===== src/rtl/qtable_update_param.sv =====
// Q-table update engine: neighbour and cluster-head tables held in registers,
// updated by a sequential search/write FSM, with a combinational read port
// for the routing logic.
module qtable_update_param #(
  parameter int WORD_WIDTH = 16,
  parameter int MAX_NB     = 32,
  parameter int MAX_CH     = 8,
  parameter int IDX_W      = 6
) (
  input  logic                  clk,
  input  logic                  nrst,
  input  logic                  en,
  input  logic [WORD_WIDTH-1:0] fSourceID,
  input  logic [WORD_WIDTH-1:0] fClusterID,
  input  logic [WORD_WIDTH-1:0] fEnergyLeft,
  input  logic [WORD_WIDTH-1:0] fQValue,
  input  logic [2:0]            fPacketType,
  input  logic [IDX_W-1:0]      rd_index,
  output logic [WORD_WIDTH-1:0] rd_id,
  output logic [WORD_WIDTH-1:0] rd_cluster,
  output logic [WORD_WIDTH-1:0] rd_energy,
  output logic [WORD_WIDTH-1:0] rd_qvalue,
  output logic [IDX_W-1:0]      neighborCount,
  output logic [IDX_W-1:0]      knownCHCount,
  output logic                  busy,
  output logic                  done,
  output logic                  nb_drop,
  output logic                  ch_drop
);

  // Array address widths; the counters are one bit wider so they can hold
  // the "table full" value itself.
  localparam int NB_AW = (MAX_NB > 1) ? $clog2(MAX_NB) : 1;
  localparam int CH_AW = (MAX_CH > 1) ? $clog2(MAX_CH) : 1;
  localparam logic [IDX_W-1:0] NB_FULL = IDX_W'(MAX_NB);
  localparam logic [IDX_W-1:0] CH_FULL = IDX_W'(MAX_CH);
  localparam logic [IDX_W-1:0] ONE     = IDX_W'(1);
  localparam logic [2:0] PKT_HELLO = 3'd1;
  localparam logic [2:0] PKT_CH    = 3'd2;

  typedef enum logic [2:0] {
    IDLE, NB_SEARCH, NB_WR, CH_SEARCH, CH_WR, DONE
  } stateT;

  stateT state, stateNext;

  logic [WORD_WIDTH-1:0] nbId      [MAX_NB];
  logic [WORD_WIDTH-1:0] nbCluster [MAX_NB];
  logic [WORD_WIDTH-1:0] nbEnergy  [MAX_NB];
  logic [WORD_WIDTH-1:0] nbQ       [MAX_NB];
  logic [WORD_WIDTH-1:0] chId      [MAX_CH];
  logic [IDX_W-1:0]      nbCount, chCount;

  logic [WORD_WIDTH-1:0] capId, capCluster, capEnergy, capQ;
  logic [2:0]            capType;
  logic [IDX_W-1:0]      idx, minIdx, target;
  logic                  hit, nbDropPending, chDropPending;

  logic [NB_AW-1:0] nbIdxT, nbMinT, nbTgtT, nbCntT, rdT;
  logic [CH_AW-1:0] chIdxT, chCntT;
  logic             typeValid, nbAtEnd, nbMatch, chAtEnd, chMatch;

  assign nbIdxT = idx[NB_AW-1:0];
  assign nbMinT = minIdx[NB_AW-1:0];
  assign nbTgtT = target[NB_AW-1:0];
  assign nbCntT = nbCount[NB_AW-1:0];
  assign chIdxT = idx[CH_AW-1:0];
  assign chCntT = chCount[CH_AW-1:0];
  assign rdT    = rd_index[NB_AW-1:0];

  assign typeValid = (capType == PKT_HELLO) || (capType == PKT_CH);
  assign nbAtEnd   = (idx == nbCount);
  assign nbMatch   = !nbAtEnd && (nbId[nbIdxT] == capId);
  assign chAtEnd   = (idx == chCount);
  assign chMatch   = !chAtEnd && (chId[chIdxT] == capCluster);

  // State register; reset drops straight back to IDLE, abandoning any search.
  always_ff @(posedge clk or negedge nrst) begin
    if (!nrst) state <= IDLE;
    else       state <= stateNext;
  end

  // Next-state selection: searches walk one entry per cycle until a match or
  // the end of the valid region is reached.
  always_comb begin
    stateNext = state;
    case (state)
      IDLE:      if (en) stateNext = NB_SEARCH;
      NB_SEARCH: begin
        if (!typeValid)                stateNext = DONE;
        else if (nbAtEnd || nbMatch)   stateNext = NB_WR;
      end
      NB_WR:     stateNext = (capType == PKT_HELLO) ? DONE : CH_SEARCH;
      CH_SEARCH: begin
        if (chAtEnd)      stateNext = CH_WR;
        else if (chMatch) stateNext = DONE;
      end
      CH_WR:     stateNext = DONE;
      DONE:      stateNext = IDLE;
      default:   stateNext = IDLE;
    endcase
  end

  // Datapath: packet capture, search pointers and all table writes. Tables
  // only change in the *_WR states so an aborted packet leaves nothing behind.
  always_ff @(posedge clk or negedge nrst) begin
    if (!nrst) begin
      for (int i = 0; i < MAX_NB; i++) begin
        nbId[i]      <= '0;
        nbCluster[i] <= '0;
        nbEnergy[i]  <= '0;
        nbQ[i]       <= '0;
      end
      for (int i = 0; i < MAX_CH; i++) chId[i] <= '0;
      nbCount       <= '0;
      chCount       <= '0;
      capId         <= '0;
      capCluster    <= '0;
      capEnergy     <= '0;
      capQ          <= '0;
      capType       <= '0;
      idx           <= '0;
      minIdx        <= '0;
      target        <= '0;
      hit           <= 1'b0;
      nbDropPending <= 1'b0;
      chDropPending <= 1'b0;
    end else begin
      case (state)
        IDLE: begin
          if (en) begin
            capId      <= fSourceID;
            capCluster <= fClusterID;
            capEnergy  <= fEnergyLeft;
            capQ       <= fQValue;
            capType    <= fPacketType;
            idx        <= '0;
            minIdx     <= '0;
            hit        <= 1'b0;
          end
        end
        NB_SEARCH: begin
          if (typeValid && !nbAtEnd) begin
            if (nbMatch) begin
              hit    <= 1'b1;
              target <= idx;
            end else begin
              if (nbQ[nbIdxT] < nbQ[nbMinT]) minIdx <= idx;
              idx <= idx + ONE;
            end
          end
        end
        NB_WR: begin
          if (hit) begin
            nbCluster[nbTgtT] <= capCluster;
            nbEnergy[nbTgtT]  <= capEnergy;
            nbQ[nbTgtT]       <= capQ;
          end else if (nbCount < NB_FULL) begin
            nbId[nbCntT]      <= capId;
            nbCluster[nbCntT] <= capCluster;
            nbEnergy[nbCntT]  <= capEnergy;
            nbQ[nbCntT]       <= capQ;
            nbCount           <= nbCount + ONE;
          end else if (capQ > nbQ[nbMinT]) begin
            nbId[nbMinT]      <= capId;
            nbCluster[nbMinT] <= capCluster;
            nbEnergy[nbMinT]  <= capEnergy;
            nbQ[nbMinT]       <= capQ;
          end else begin
            nbDropPending <= 1'b1;
          end
          idx <= '0;
        end
        CH_SEARCH: begin
          if (!chAtEnd && !chMatch) idx <= idx + ONE;
        end
        CH_WR: begin
          if (chCount < CH_FULL) begin
            chId[chCntT] <= capCluster;
            chCount      <= chCount + ONE;
          end else begin
            chDropPending <= 1'b1;
          end
        end
        DONE: begin
          nbDropPending <= 1'b0;
          chDropPending <= 1'b0;
        end
        default: ;
      endcase
    end
  end

  // Read port returns zeros outside the valid region of the neighbour table.
  always_comb begin
    rd_id      = '0;
    rd_cluster = '0;
    rd_energy  = '0;
    rd_qvalue  = '0;
    if (rd_index < nbCount) begin
      rd_id      = nbId[rdT];
      rd_cluster = nbCluster[rdT];
      rd_energy  = nbEnergy[rdT];
      rd_qvalue  = nbQ[rdT];
    end
  end

  assign neighborCount = nbCount;
  assign knownCHCount  = chCount;
  assign busy          = (state != IDLE);
  assign done          = (state == DONE);
  assign nb_drop       = (state == DONE) && nbDropPending;
  assign ch_drop       = (state == DONE) && chDropPending;

endmodule


===== config.mk =====
export PLATFORM = sky130hd
export DESIGN_NAME = qtable_update_param
export DESIGN_NICKNAME = d
export VERILOG_FILES = /design/src/rtl/qtable_update_param.sv
export SDC_FILE = /design/constraint.sdc
export NUM_CORES = 2
export LEC_CHECK = 0
export BUFFER_PORTS_ARGS = -buffer_cell sky130_fd_sc_hd__buf_2
export CAP_MARGIN = 20
export CORE_ASPECT_RATIO = 1.2
export CORE_MARGIN = 8
export CORE_UTILIZATION = 55
export CTS_BUF_LIST = sky130_fd_sc_hd__clkbuf_4
export DETAILED_ROUTE_END_ITERATION = 6
export PLACE_DENSITY = 0.77
export SYNTH_ARGS = -nofsm -noshare
export SYNTH_HDL_FRONTEND = slang
export SYNTH_SLANG_ARGS = --single-unit

===== constraint.sdc =====
create_clock -name clk -period 7.1 [get_ports clk]
set_input_delay 1.42 -clock clk [delete_from_list [all_inputs] [get_ports clk]]
set_output_delay 1.42 -clock clk [all_outputs]
set_load 0.005 [all_outputs]

==> impl_metrics.py <==
metrics = {
    "timing": {
        "timing.fmax_mhz": 149,
        "worst_pin_slew_ns": 1.19,
        "hold_ws_ns": 0.178,
        "fin_skew_ns": 0.0989,
        "rsz0062_at_grt": "false",
        "slew_headroom_pct": 20.8,
        "hold_violations": 0,
        "drv_slew": 0,
        "setup-tns-final_ns": 0,
        "period_needed_ns": 6.70,
        "post-route-period-util_pct": 94.4,
        "setup_viol": 0,
        "worst_slack_ns": 0.397,
    },
    "layout": {
        "design_area_mm2": 0.128,
        "mostFrequentLayoutCells": "dfrtp_1 (2271), mux2_2 (2196), mux4_2 (1047), clkbuf_4 (812), nand2_1 (305)",
        "area_delta_synth_final_pct": 10.2,
        "layout_commonest_cell": "dfrtp_1",
        "fin_util_pct": 61.0,
        "nNetsFinal": 7846,
        "instances_no_fill": 10900,
        "drive_above_1_share_pct": 57.5,
    },
    "yosys": {
        "synthArstFlopShare_pct": 100,
        "synth_area_leaders": "dfrtp_1 (49%), mux2_2 (21%), mux4_2 (20%)",
        "ys_seq_elements": 2277,
        "synth_edf_count": 0,
        "ys.flop_type": "dfrtp_1",
        "synth.largest_area_cell": "dfrtp_1",
        "yosysSeqAreaShare_pct": 49.1,
        "syn-num-nets": 7583,
        "syn_area_mm2": 0.116,
        "ys_warn_count": 0,
        "ys_types": 70,
        "netlist_instances": 7465,
        "yosysTopAreaCellShare_pct": 49.1,
        "avgSynthCellArea_um2": 15.5,
    },
    "cts": {
        "htree_levels": 6,
        "clock_latency_ns": 1.45,
        "cts_resized": 0,
        "cts_setup_buffers": 0,
        "postCtsHoldBufs": 1,
        "tritoncts": "done",
        "cts_buffers": 591,
        "clk_pin_slew_ns": 0.08,
        "cts_root_buf": "clkbuf_4",
        "cts.sinks": 2277,
        "clockBufferDepth": 4,
    },
    "grt": {
        "grt_overflow": 0,
        "grt_busiest_layer": "met2",
        "met1_usage_pct": 38.1,
        "use_met3_pct": 6.23,
        "grt_pass1_wl_um": 506000,
        "grt_use_met2_pct": 47.1,
        "grt_use_total_pct": 29.3,
        "grt_pass1_vias": 78800,
        "grt_max_degree": 200,
        "antenna_found_initial": 2,
    },
    "setup_path": {
        "critPathBufInv": 5,
        "cp_max_fo": 48,
        "slowest_stage": "dfrtp_4",
        "arrival_ns": 7.94,
        "cp_cell_sequence": "buf_4 -> mux4_2 -> a221oi_1 -> and3_1 -> ha_1 -> a21o_1 -> a21o_1 -> a21oi_1 -> nor2b_1 -> o21ai_0 -> nand2_1 -> o21ai_0 -> buf_4 -> a31o_2 -> buf_12 -> buf_4 -> nor2_4 -> buf_12 -> mux2_2",
        "crit_path_end_kind": "flip-flop",
        "cpLargestDelayFamily": "compound AO/OA/AOI/OAI gates",
        "crit_path_start_kind": "flip-flop",
        "crit_type": "reg -> reg",
        "crit_top_cell": "buf_4",
        "crit_cells": 19,
        "reg2reg_depth": 19,
        "cp.required_ns": 8.34,
        "cpPeakStageDelay_ns": 0.88,
    },
    "place": {
        "place_ws_ns": 0.648,
        "dp_hpwl_um": 191000,
        "placed_area_mm2": 0.121,
        "dp.cells": 9921,
        "gp_congestion": 0.896,
        "port_buffers": 155,
    },
    "floorplanning": {
        "boundaryPins": 156,
        "core-area_mm2": 0.210,
        "placementRows": 184,
        "die_area_mm2": 0.226,
        "die_w_um": 435,
        "fp.dieH_um": 519,
        "initial_core_util_pct": 55.4,
    },
    "route": {
        "via_per_inst": 6.71,
        "antenna_left": 0,
        "drc": 0,
        "dr.pass1.iters": 6,
        "avgRoutedWirePerCell_um": 30.7,
        "wl_um": 333000,
        "drtIter0Drc": 6811,
        "num_vias": 73000,
    },
    "power": {
        "power_leakage_nw": 59.3,
        "vdd.ir_drop.worst_mv": 0.299,
        "p_per_area_mw_per_mm2": 288,
        "total_power_mw": 36.8,
    },
    "min_path": {
        "hp-class": "in -> reg",
        "hold_depth": 3,
    },
    "status": {
        "outcome": "finished clean",
    },
    "flow_run": {
        "maxCapViolCount": 0,
    },
}
flip-flops by register name (all words and copies together) (netlist names):
name / count
state: 3
nbQ: 512
hit: 1
neighborCount: 6
idx: 6
capId: 16
capEnergy: 16
chId: 128
target: 5
chDropPending: 1
nbEnergy: 512
nbDropPending: 1
capCluster: 16
capType: 3
nbId: 512
capQ: 16
minIdx: 5
nbCluster: 512
knownCHCount: 6
Yosys cell counts (all sizes together) (2+ instances only):
master and number:
clkbuf 473, nand2b 13, dfrtp 2277, nor2 139, o21ai 18, o221ai 12
and2 7, nand3 10, buf 290, and3 25, a32oi 4, nor3b 13
a2111oi 12, o32ai 2, nor2b 14, nand4 15, mux2i 155, a21oi 70
a31oi 7, nor4 14, a22oi 72, mux4 1047, a211o 2, or2 6
xnor2 38, a311oi 2, or4 2, or3 6, ha 42, o21a 7
a22o 29, o31ai 5, xor2 13, nand2 312, a221oi 20, a21o 9
and3b 3, o22ai 19, nor3 36, inv 13, nand3b 4, mux2 2197
layer usage:
metal | vias up | wire (µm)
li1 | 29300 | -
met1 | 39200 | 127000
met2 | 3549 | 161000
met3 | 964 | 27000
met4 | 0 | 18600
met5 | - | 0
worst register-to-register path, stage by stage, from the launching register on:
cell and delay [ns]:
dfrtp_4 0.88, buf_4 0.40, mux4_2 0.55, a221oi_1 0.28
and3_1 0.31, ha_1 0.29, a21o_1 0.19, a21o_1 0.17
a21oi_1 0.14, nor2b_1 0.06, o21ai_0 0.52, nand2_1 0.11
o21ai_0 0.60, buf_4 0.24, a31o_2 0.33, buf_12 0.28
buf_4 0.22, nor2_4 0.05, buf_12 0.20, mux2_2 0.69
report_power, final:
group          total (mW)  internal (mW)  leakage [nW]  switching [mW]
registers            16.0           14.4          31.5            1.59
logic                9.79           4.29          23.7            5.50
clock network        11.0           5.67          4.15            5.34
layout make-up:
cell class	instances	area (µm²)
fill	15500	81700
antenna	8	20.0
tap	2790	3490
inverter	14	53.8
timing repair buffer	433	3990
multi-input combinational	4411	56400
clock buffer	812	6100
sequential	2277	57000
clock inverter	126	821
cells by family after synthesis:
family          synth area share, %
flops                          49.1
mux                            43.0
fa+ha+maj                     0.453
xor+xnor                      0.385
simple gates                   2.42
compound gates                 1.89
buf+inv                        2.75
path summary, 6_finish.rpt:
path	startpoint	to	slack (ns)
max in group asynchronous	nrst	nbQ[18]	4.60
worst max-delay path	minIdx[0]	nbQ[361]	0.40
worst min-delay path	fSourceID[2]	capId[2]	0.18
worst max register to register	minIdx[0]	nbQ[361]	0.40
min in group asynchronous	nrst	nbEnergy[82]	0.58
worst min register to register	knownCHCount[5]	knownCHCount[5]	0.45
No activity file was read; power rests on OpenSTA's default activity.
